<file path="src/rtl/unary_kernel_pkg.sv">
// Shared types and saturating helpers for the unary (stochastic) kernel family.
// Helpers work on 32-bit containers; callers cast to their own counter width.
package unary_kernel_pkg;

    typedef enum logic {WARM, RUN} gsq_state_t;

    function automatic logic [31:0] sat_inc(input logic [31:0] v, input logic [31:0] top);
        return (v >= top) ? v : v + 32'd1;
    endfunction

    function automatic logic [31:0] sat_dec(input logic [31:0] v);
        return (v == 32'd0) ? v : v - 32'd1;
    endfunction

endpackage

</file>
<file path="src/rtl/unary_regen.sv">
// Regenerates a decorrelated copy of a unary stream: saturating up/down counter vs. random number.
// regen is combinational from the pre-edge count; the counter holds while en is low.
module unary_regen
    import unary_kernel_pkg::*;
#(
    parameter int BW = 5
) (
    input  logic          clk,
    input  logic          rst,
    input  logic          en,
    input  logic [BW:0]   randNum,
    input  logic          in,
    output logic          regen
);

    localparam int        CW      = BW + 1;
    localparam logic [BW:0] CNT_MID = CW'(1) << BW;
    localparam logic [BW:0] CNT_MAX = '1;

    logic [BW:0] r_cnt;
    logic        w_regen;

    assign w_regen = (r_cnt > randNum);
    assign regen   = w_regen;

    // Counter tracks the input: step toward p whenever the regenerated bit disagrees with it.
    always_ff @(posedge clk) begin
        if (rst) begin
            r_cnt <= CNT_MID;
        end else if (en) begin
            if (in && !w_regen) begin
                r_cnt <= CW'(sat_inc(32'(r_cnt), 32'(CNT_MAX)));
            end else if (!in && w_regen) begin
                r_cnt <= CW'(sat_dec(32'(r_cnt)));
            end
        end
    end

endmodule

</file>
<file path="src/rtl/gsquare_b.sv">
// Unary squarer: out = in AND decorrelated regen(in), probability ~p^2, one cycle registered latency.
// Outputs forced low during a WARM-cycle warm-up; everything holds while en is low.
module gsquare_b
    import unary_kernel_pkg::*;
#(
    parameter int BW   = 5,
    parameter int WARM = 32
) (
    input  logic        clk,
    input  logic        rst,
    input  logic        en,
    input  logic [BW:0] randNum,
    input  logic        in,
    output logic        out,
    output logic        valid
);

    localparam int WCW = $clog2(WARM + 1);

    gsq_state_t     r_state;
    gsq_state_t     w_state_nxt;
    logic [WCW-1:0] r_warm_cnt;
    logic           r_out;
    logic           r_valid;
    logic           w_out_nxt;
    logic           w_valid_nxt;
    logic           w_regen;

    unary_regen #(
        .BW(BW)
    ) u_regen (
        .clk     (clk),
        .rst     (rst),
        .en      (en),
        .randNum (randNum),
        .in      (in),
        .regen   (w_regen)
    );

    always_comb begin
        w_state_nxt = r_state;
        w_out_nxt   = 1'b0;
        w_valid_nxt = 1'b0;
        if (r_state == unary_kernel_pkg::WARM) begin
            // valid rises on the very edge that leaves warm-up; out stays low on that edge.
            if (r_warm_cnt == WCW'(WARM - 1)) begin
                w_state_nxt = RUN;
                w_valid_nxt = 1'b1;
            end
        end else begin
            w_out_nxt   = in & w_regen;
            w_valid_nxt = 1'b1;
        end
    end

    always_ff @(posedge clk) begin
        if (rst) begin
            r_state    <= unary_kernel_pkg::WARM;
            r_warm_cnt <= '0;
            r_out      <= 1'b0;
            r_valid    <= 1'b0;
        end else if (en) begin
            r_state <= w_state_nxt;
            r_out   <= w_out_nxt;
            r_valid <= w_valid_nxt;
            if (r_state == unary_kernel_pkg::WARM) begin
                r_warm_cnt <= r_warm_cnt + WCW'(1);
            end
        end
    end

    assign out   = r_out;
    assign valid = r_valid;

endmodule

</file>
<file path="config.mk">
export PLATFORM = sky130hd
export DESIGN_NAME = gsquare_b
export DESIGN_NICKNAME = d
export VERILOG_FILES = /design/src/rtl/unary_kernel_pkg.sv /design/src/rtl/unary_regen.sv /design/src/rtl/gsquare_b.sv
export SDC_FILE = /design/constraint.sdc
export NUM_CORES = 1
export LEC_CHECK = 0
export ABC_AREA = 1
export ABC_CLOCK_PERIOD_IN_PS = 3000
export BUFFER_PORTS_ARGS = -buffer_cell sky130_fd_sc_hd__buf_2
export CORE_MARGIN = 3
export CORE_UTILIZATION = 57
export DETAILED_ROUTE_END_ITERATION = 10
export PLACE_DENSITY = 0.78
export SYNTH_ARGS = -nofsm -noshare
export SYNTH_HDL_FRONTEND = slang
export SYNTH_HIERARCHICAL = 1
export SYNTH_SLANG_ARGS = --single-unit
</file>
<file path="constraint.sdc">
create_clock -name clk -period 3 [get_ports clk]
set_clock_uncertainty 0.05 [all_clocks]
set_input_delay 0.45 -clock clk [delete_from_list [all_inputs] [get_ports clk]]
set_output_delay 0.45 -clock clk [all_outputs]
set_load 0.03 [all_outputs]
</file>
# Word level (Yosys, flattened, before mapping)
# Index checks and enable logic that the tools add are counted.
# Widths: inputs -> output; s select.
# totals
word_cells,29
output_inout_bits,2
input_bits,10
regBits,14
# classes
muxes,7
n_eq_ne,3
addsub,3
n_reduce_logical,8
n_bitwise,2
magnitude_cmp,2
# op_table
op,count
$mux 6,4
$add 6x1->6 const B,2
$eq 6x5->1 const B,1
$ge 6x6->1 const B,1
$gt 6x6->1,1
$logic_not 6->1,1
$sub 6x1->6 const B,1
$reduce_and 4->1,1
$mux 1,3
$logic_and 1x1->1,2
$logic_not 1->1,2
$ne 2x1->1 const B,1
$ne 2x2->1 const B,1
$reduce_and 2->1,1
$reduce_bool 2->1,1
$and 1x1->1,1
$not 1->1,1

# Logic depth before layout (Yosys ltp)
# depth
ltp_word,5
depth_mapped,18

# By module
# The synthesis kept the hierarchy.
# by_module_without_submodules
mod,instances,area_per_inst_um2,cells_per_inst
unary_regen,1,701.9,115
gsquare_b,1,352.8,50

# Worst setup path after synthesis
# OpenSTA, ideal clock, no wires.
# synth_path
path_type,input to register
startpoint,in randNum[5]
endpoint,reg u_regen.r_cnt[5]
arrival_time_ns,2.424
stages,14
setup_ns,0.117
path_buffers,0
t_required_ns,2.833
slack_ns,0.410
cell_sequence,inv_1 ha_1 nand2_1 o21bai_1 a31oi_1 inv_1 ha_1 inv_1 ha_1 or2_2 nand3b_1 nand3_1 nand3_1 nand2_1
# synth_via
elab_chain_cells,5
elab_cells_between_ends,9
classes_between,order compare: 1; eq/ne: 2; mux: 1; reduce/logical: 5
# synth_lines
item,line_no,rtl
start: declaration,gsquare_b.sv:12,"input logic [BW:0] randNum,"
$gt 6x6->1 *,unary_regen.sv:23,assign w_regen = (r_cnt > randNum);
via w_regen,gsquare_b.sv:27,logic w_regen;
$logic_not 1->1,unary_regen.sv:31,if (in && !w_regen) begin
$logic_and 1x1->1,unary_regen.sv:31,
"$ne 2x2->1 (no source line), or another cell as far along",n/a,
$reduce_and 4->1 (no source line),n/a,
end signal: assignment,unary_regen.sv:32,"r_cnt <= CW'(sat_inc(32'(r_cnt), 32'(CNT_MAX)));"
end signal: assignment,unary_regen.sv:34,r_cnt <= CW'(sat_dec(32'(r_cnt)));
end: declaration,unary_regen.sv:20,logic [BW:0] r_cnt;
# The timed path passes the listed nets; every way through them passes the cells marked *.
# A chain may end at the register's enable or synchronous reset.

# Final worst setup path
# layout_path
startpoint,reg u_regen.r_cnt[5]
endpoint,reg u_regen.r_cnt[5]
# layout_via
elab_chain_cells,5
elab_cells_between_ends,16
classes_between,add/sub: 2; order compare: 2; eq/ne: 2; mux: 4; reduce/logical: 6
# layout_lines
item,line_no
$gt 6x6->1 *,unary_regen.sv:23
via w_regen,gsquare_b.sv:27
$logic_not 1->1,unary_regen.sv:31
$logic_and 1x1->1,unary_regen.sv:31
"$ne 2x2->1 (no source line), or another cell as far along",n/a
$reduce_and 4->1 (no source line),n/a
# The timed path passes the listed nets; every way through them passes the cells marked *. The select of a mux whose other input is x is not followed.

==> metrics.yaml <==
grt_overflow: 0
min-delay-path-class: "in -> reg"
cp_cell_sequence: "ha_1 -> nand2_1 -> nor2_1 -> o21ai_0 -> a31oi_1 -> inv_1 -> ha_1 -> inv_1 -> ha_1 -> or2_2 -> nand3b_1 -> nand2_1 -> nand2_1 -> nand3_1 -> nand2_1"
antenna_cells_inserted: 0
synth.area.mux_share_pct: 0
worstPathArrival_ns: 2.90
drc: 0
most_used_cells_in_the_layout_excluding_fill_and_tap_cells: "43 x nand2_1, 31 x nor2_1, 26 x inv_1"
cell_internal_pwr_w: 0.000400
hold_violations: 0
netSwitchingPower_w: 0.000256
cells_after_synthesis: 165
layout.cells.most_common: "nand2_1"
maxCapViolations: 0
yosys.area_share.adder_pct: 16.1
dominant_combinational_cell_family_by_area_after_synthesis: "simple AND/OR/NAND/NOR gates"
drive_gt1_share_pct: 13.9
cp_common_cell: "nand2_1"
post_cts_resize_count: 0
detail_route.wirelength_um: 1990
clkLatencyLatePin_ns: 0.28
port-buffer-count: 11
setup_viol: 0
unrepaired_setup_endpoints_after_global_routing: "no"
totalNegativeSetupSlack_ns: 0
hold_ws_ns: 0.373
critical_path_peak_fanout: 6
cell_leakage_power_nw: 0.637
layout-area-overhead-vs-synth_pct: 11.2
setup.worst_path.start_class: "register"
relSlewSlack_pct: 69.4
critPathCaptureType: "register"
worst_pin_slew_ns: 0.458
grt_pass1_wl_um: 3520
combPwrFrac_pct: 43.7
synthDistinctLibCells: 20
cts.path.max_buffers: 2
pwr-share-seq_pct: 35.8
max-vdd-ir-drop_mv: 0.427
master_of_the_slowest_instance_on_the_critical_path: "dfxtp_1"
core-area_um2: 1630
detail_route.wl_per_cell_um: 9.75
ctsRootBufferMaster: "clkbuf_4"
status: "finished, final reports clean"
drt-pass1-iter-count: 4
postSynthAreaPerCell_um2: 6.39
max_clock_freq_mhz: 367
swShare_pct: 39.0
cts_hold_repair.buffers: 0
clkPwrFrac_pct: 20.5
cts.repair_timing.setup_buffer_count: 0
synth_compound_gate_area_share_pct: 6.29
critical_path_required_ns: 3.18
powerDensity_nw_per_um2: 559
worst-setup-path-type: "reg -> reg"
clk_pin_slew_ns: 0.08
fp-row-count: 14
first_global_vias: 850
detailed_placement_wirelength_estimate_um: 1630
synth_seq_cells: 14
synth_warnings: 6
vias_per_cell: 4.94
floorplan.io_pins: 12
grt_antenna_before_repair: 0
timing_max_transition_violations_final: 0
drtIter0Drc: 22
nNetsFinal: 204
num_vias: 1008
chipHeight_um: 49.0
cts-htree-levels: 1
design.die.area_um2: 2400
groute.usage.overall_pct: 18.3
cts.sink_count: 14
layout_worst_path_cycle_share_pct: 90.7
mappedNetlistNets: 188
timing.critical_path.slowest_cell_delay_ns: 0.37
simple_logic_cell_fraction_of_the_synthesized_area_pct: 39.9
post_synth_instance_area_um2: 1050
dieWidth_um: 49.0
power_w: 0.000656
grt_max_degree: 12
post-route-min-period_ns: 2.72
routabilityCongestion: 0.817
start_util_pct: 64.7
ant_nets: 0
synth_xor_xnor_area_share_pct: 0.830
cts-buffers-inserted: 3
tritoncts: "built"
synth.yosys.seq_area_share_pct: 26.6
filler_cell_count: 155
[flip-flops by register name, summed over array words and instances, names as in the netlist]
| signal | count |
|---|---|
| valid | 1 |
| out | 1 |
| u_regen/r_cnt | 6 |
| r_warm_cnt | 6 |
[metrics by stage]
stage,cell area [um2],utilization [%],setup slack (ns),cells
2_1_floorplan,1050,-,0.410,165
3_3_place_gp,1140,69.7,0.180,200
3_5_place_dp,1140,69.7,0.101,200
4_1_cts,1170,72.0,0.277,204
5_1_grt,1170,72.0,0.0167,204
6_report,1170,72.0,0.278,204
[layer usage]
layer  wire (um)  share of wire, %  track usage (%)  vias to the layer above
met4           6              0.30             2.84                        0
li1            -                 -                -                      543
met2         856                43             28.3                       14
met5           0                 0                0                        -
met3          71               3.6             5.50                        2
met1        1060                53             25.5                      449
[synthesized netlist by cell type, drive strengths merged]
| cell | count | area (um2) |
|---|---|---|
| buf | 1 | 11.3 |
| inv | 26 | 97.6 |
| a21oi | 7 | 35.0 |
| a31oi | 1 | 6.26 |
| nand3 | 11 | 60.1 |
| ha | 12 | 150 |
| nand2 | 47 | 186 |
| nand3b | 2 | 15.0 |
| nor2 | 34 | 135 |
| o21ai | 2 | 10.0 |
| nor3 | 1 | 5.00 |
| or2 | 1 | 6.26 |
| fa | 1 | 20.0 |
| nand4 | 2 | 12.5 |
| xnor2 | 1 | 8.76 |
| o21bai | 2 | 15.0 |
| dfxtp | 14 | 280 |
[power by group through the flow]
stage,Sequential [W],Clock [W],Combinational (W)
floorplan,0.000232,0,0.000237
global placement,0.000239,0,0.000278
detailed placement,0.000239,0,0.000286
CTS,0.000234,0.000137,0.000288
global route,0.000239,0.000149,0.000338
finish,0.000235,0.000134,0.000286
[critical path, delay by kind of cell (launching register included)]
kind | cells | cell delay (ns)
buffers and inverters | 2 | 0.24
AND/OR/NAND/NOR | 8 | 0.90
AO/OA/AOI/OAI | 2 | 0.28
flip-flops | 1 | 0.37
adder cells (fa/ha/maj) | 3 | 0.83
[worst paths after layout]
kind | startpoint | to | slack [ns] | depth (start not counted)
worst min-delay path | rst | r_warm_cnt[2] | 0.37 | 2
worst max-delay path | u_regen/r_cnt[5] | u_regen/r_cnt[5] | 0.28 | 15
worst max register to register | u_regen/r_cnt[5] | u_regen/r_cnt[5] | 0.28 | 15
worst min register to register | out | out | 0.42 | 2
[layout make-up]
| type | count | area, um2 | share of cell area [%] |
|---|---|---|---|
| multi-input cells | 124 | 666 | 56.8 |
| repair buffers | 12 | 62.6 | 5.34 |
| clock buffers | 4 | 36.3 | 3.09 |
| inverters | 26 | 97.6 | 8.32 |
| well taps | 24 | 30.0 | 2.56 |
| flip-flops and latches | 14 | 280 | 23.9 |
[cells by family after synthesis]
family | after synthesis
DFF | 14
and+or+nand+nor | 98
AOI/OAI and AO/OA | 12
adders and majority gates | 13
xor gates and xnor gates | 1
buffers and inverters | 27
No activity file was read; power rests on OpenSTA's default activity.
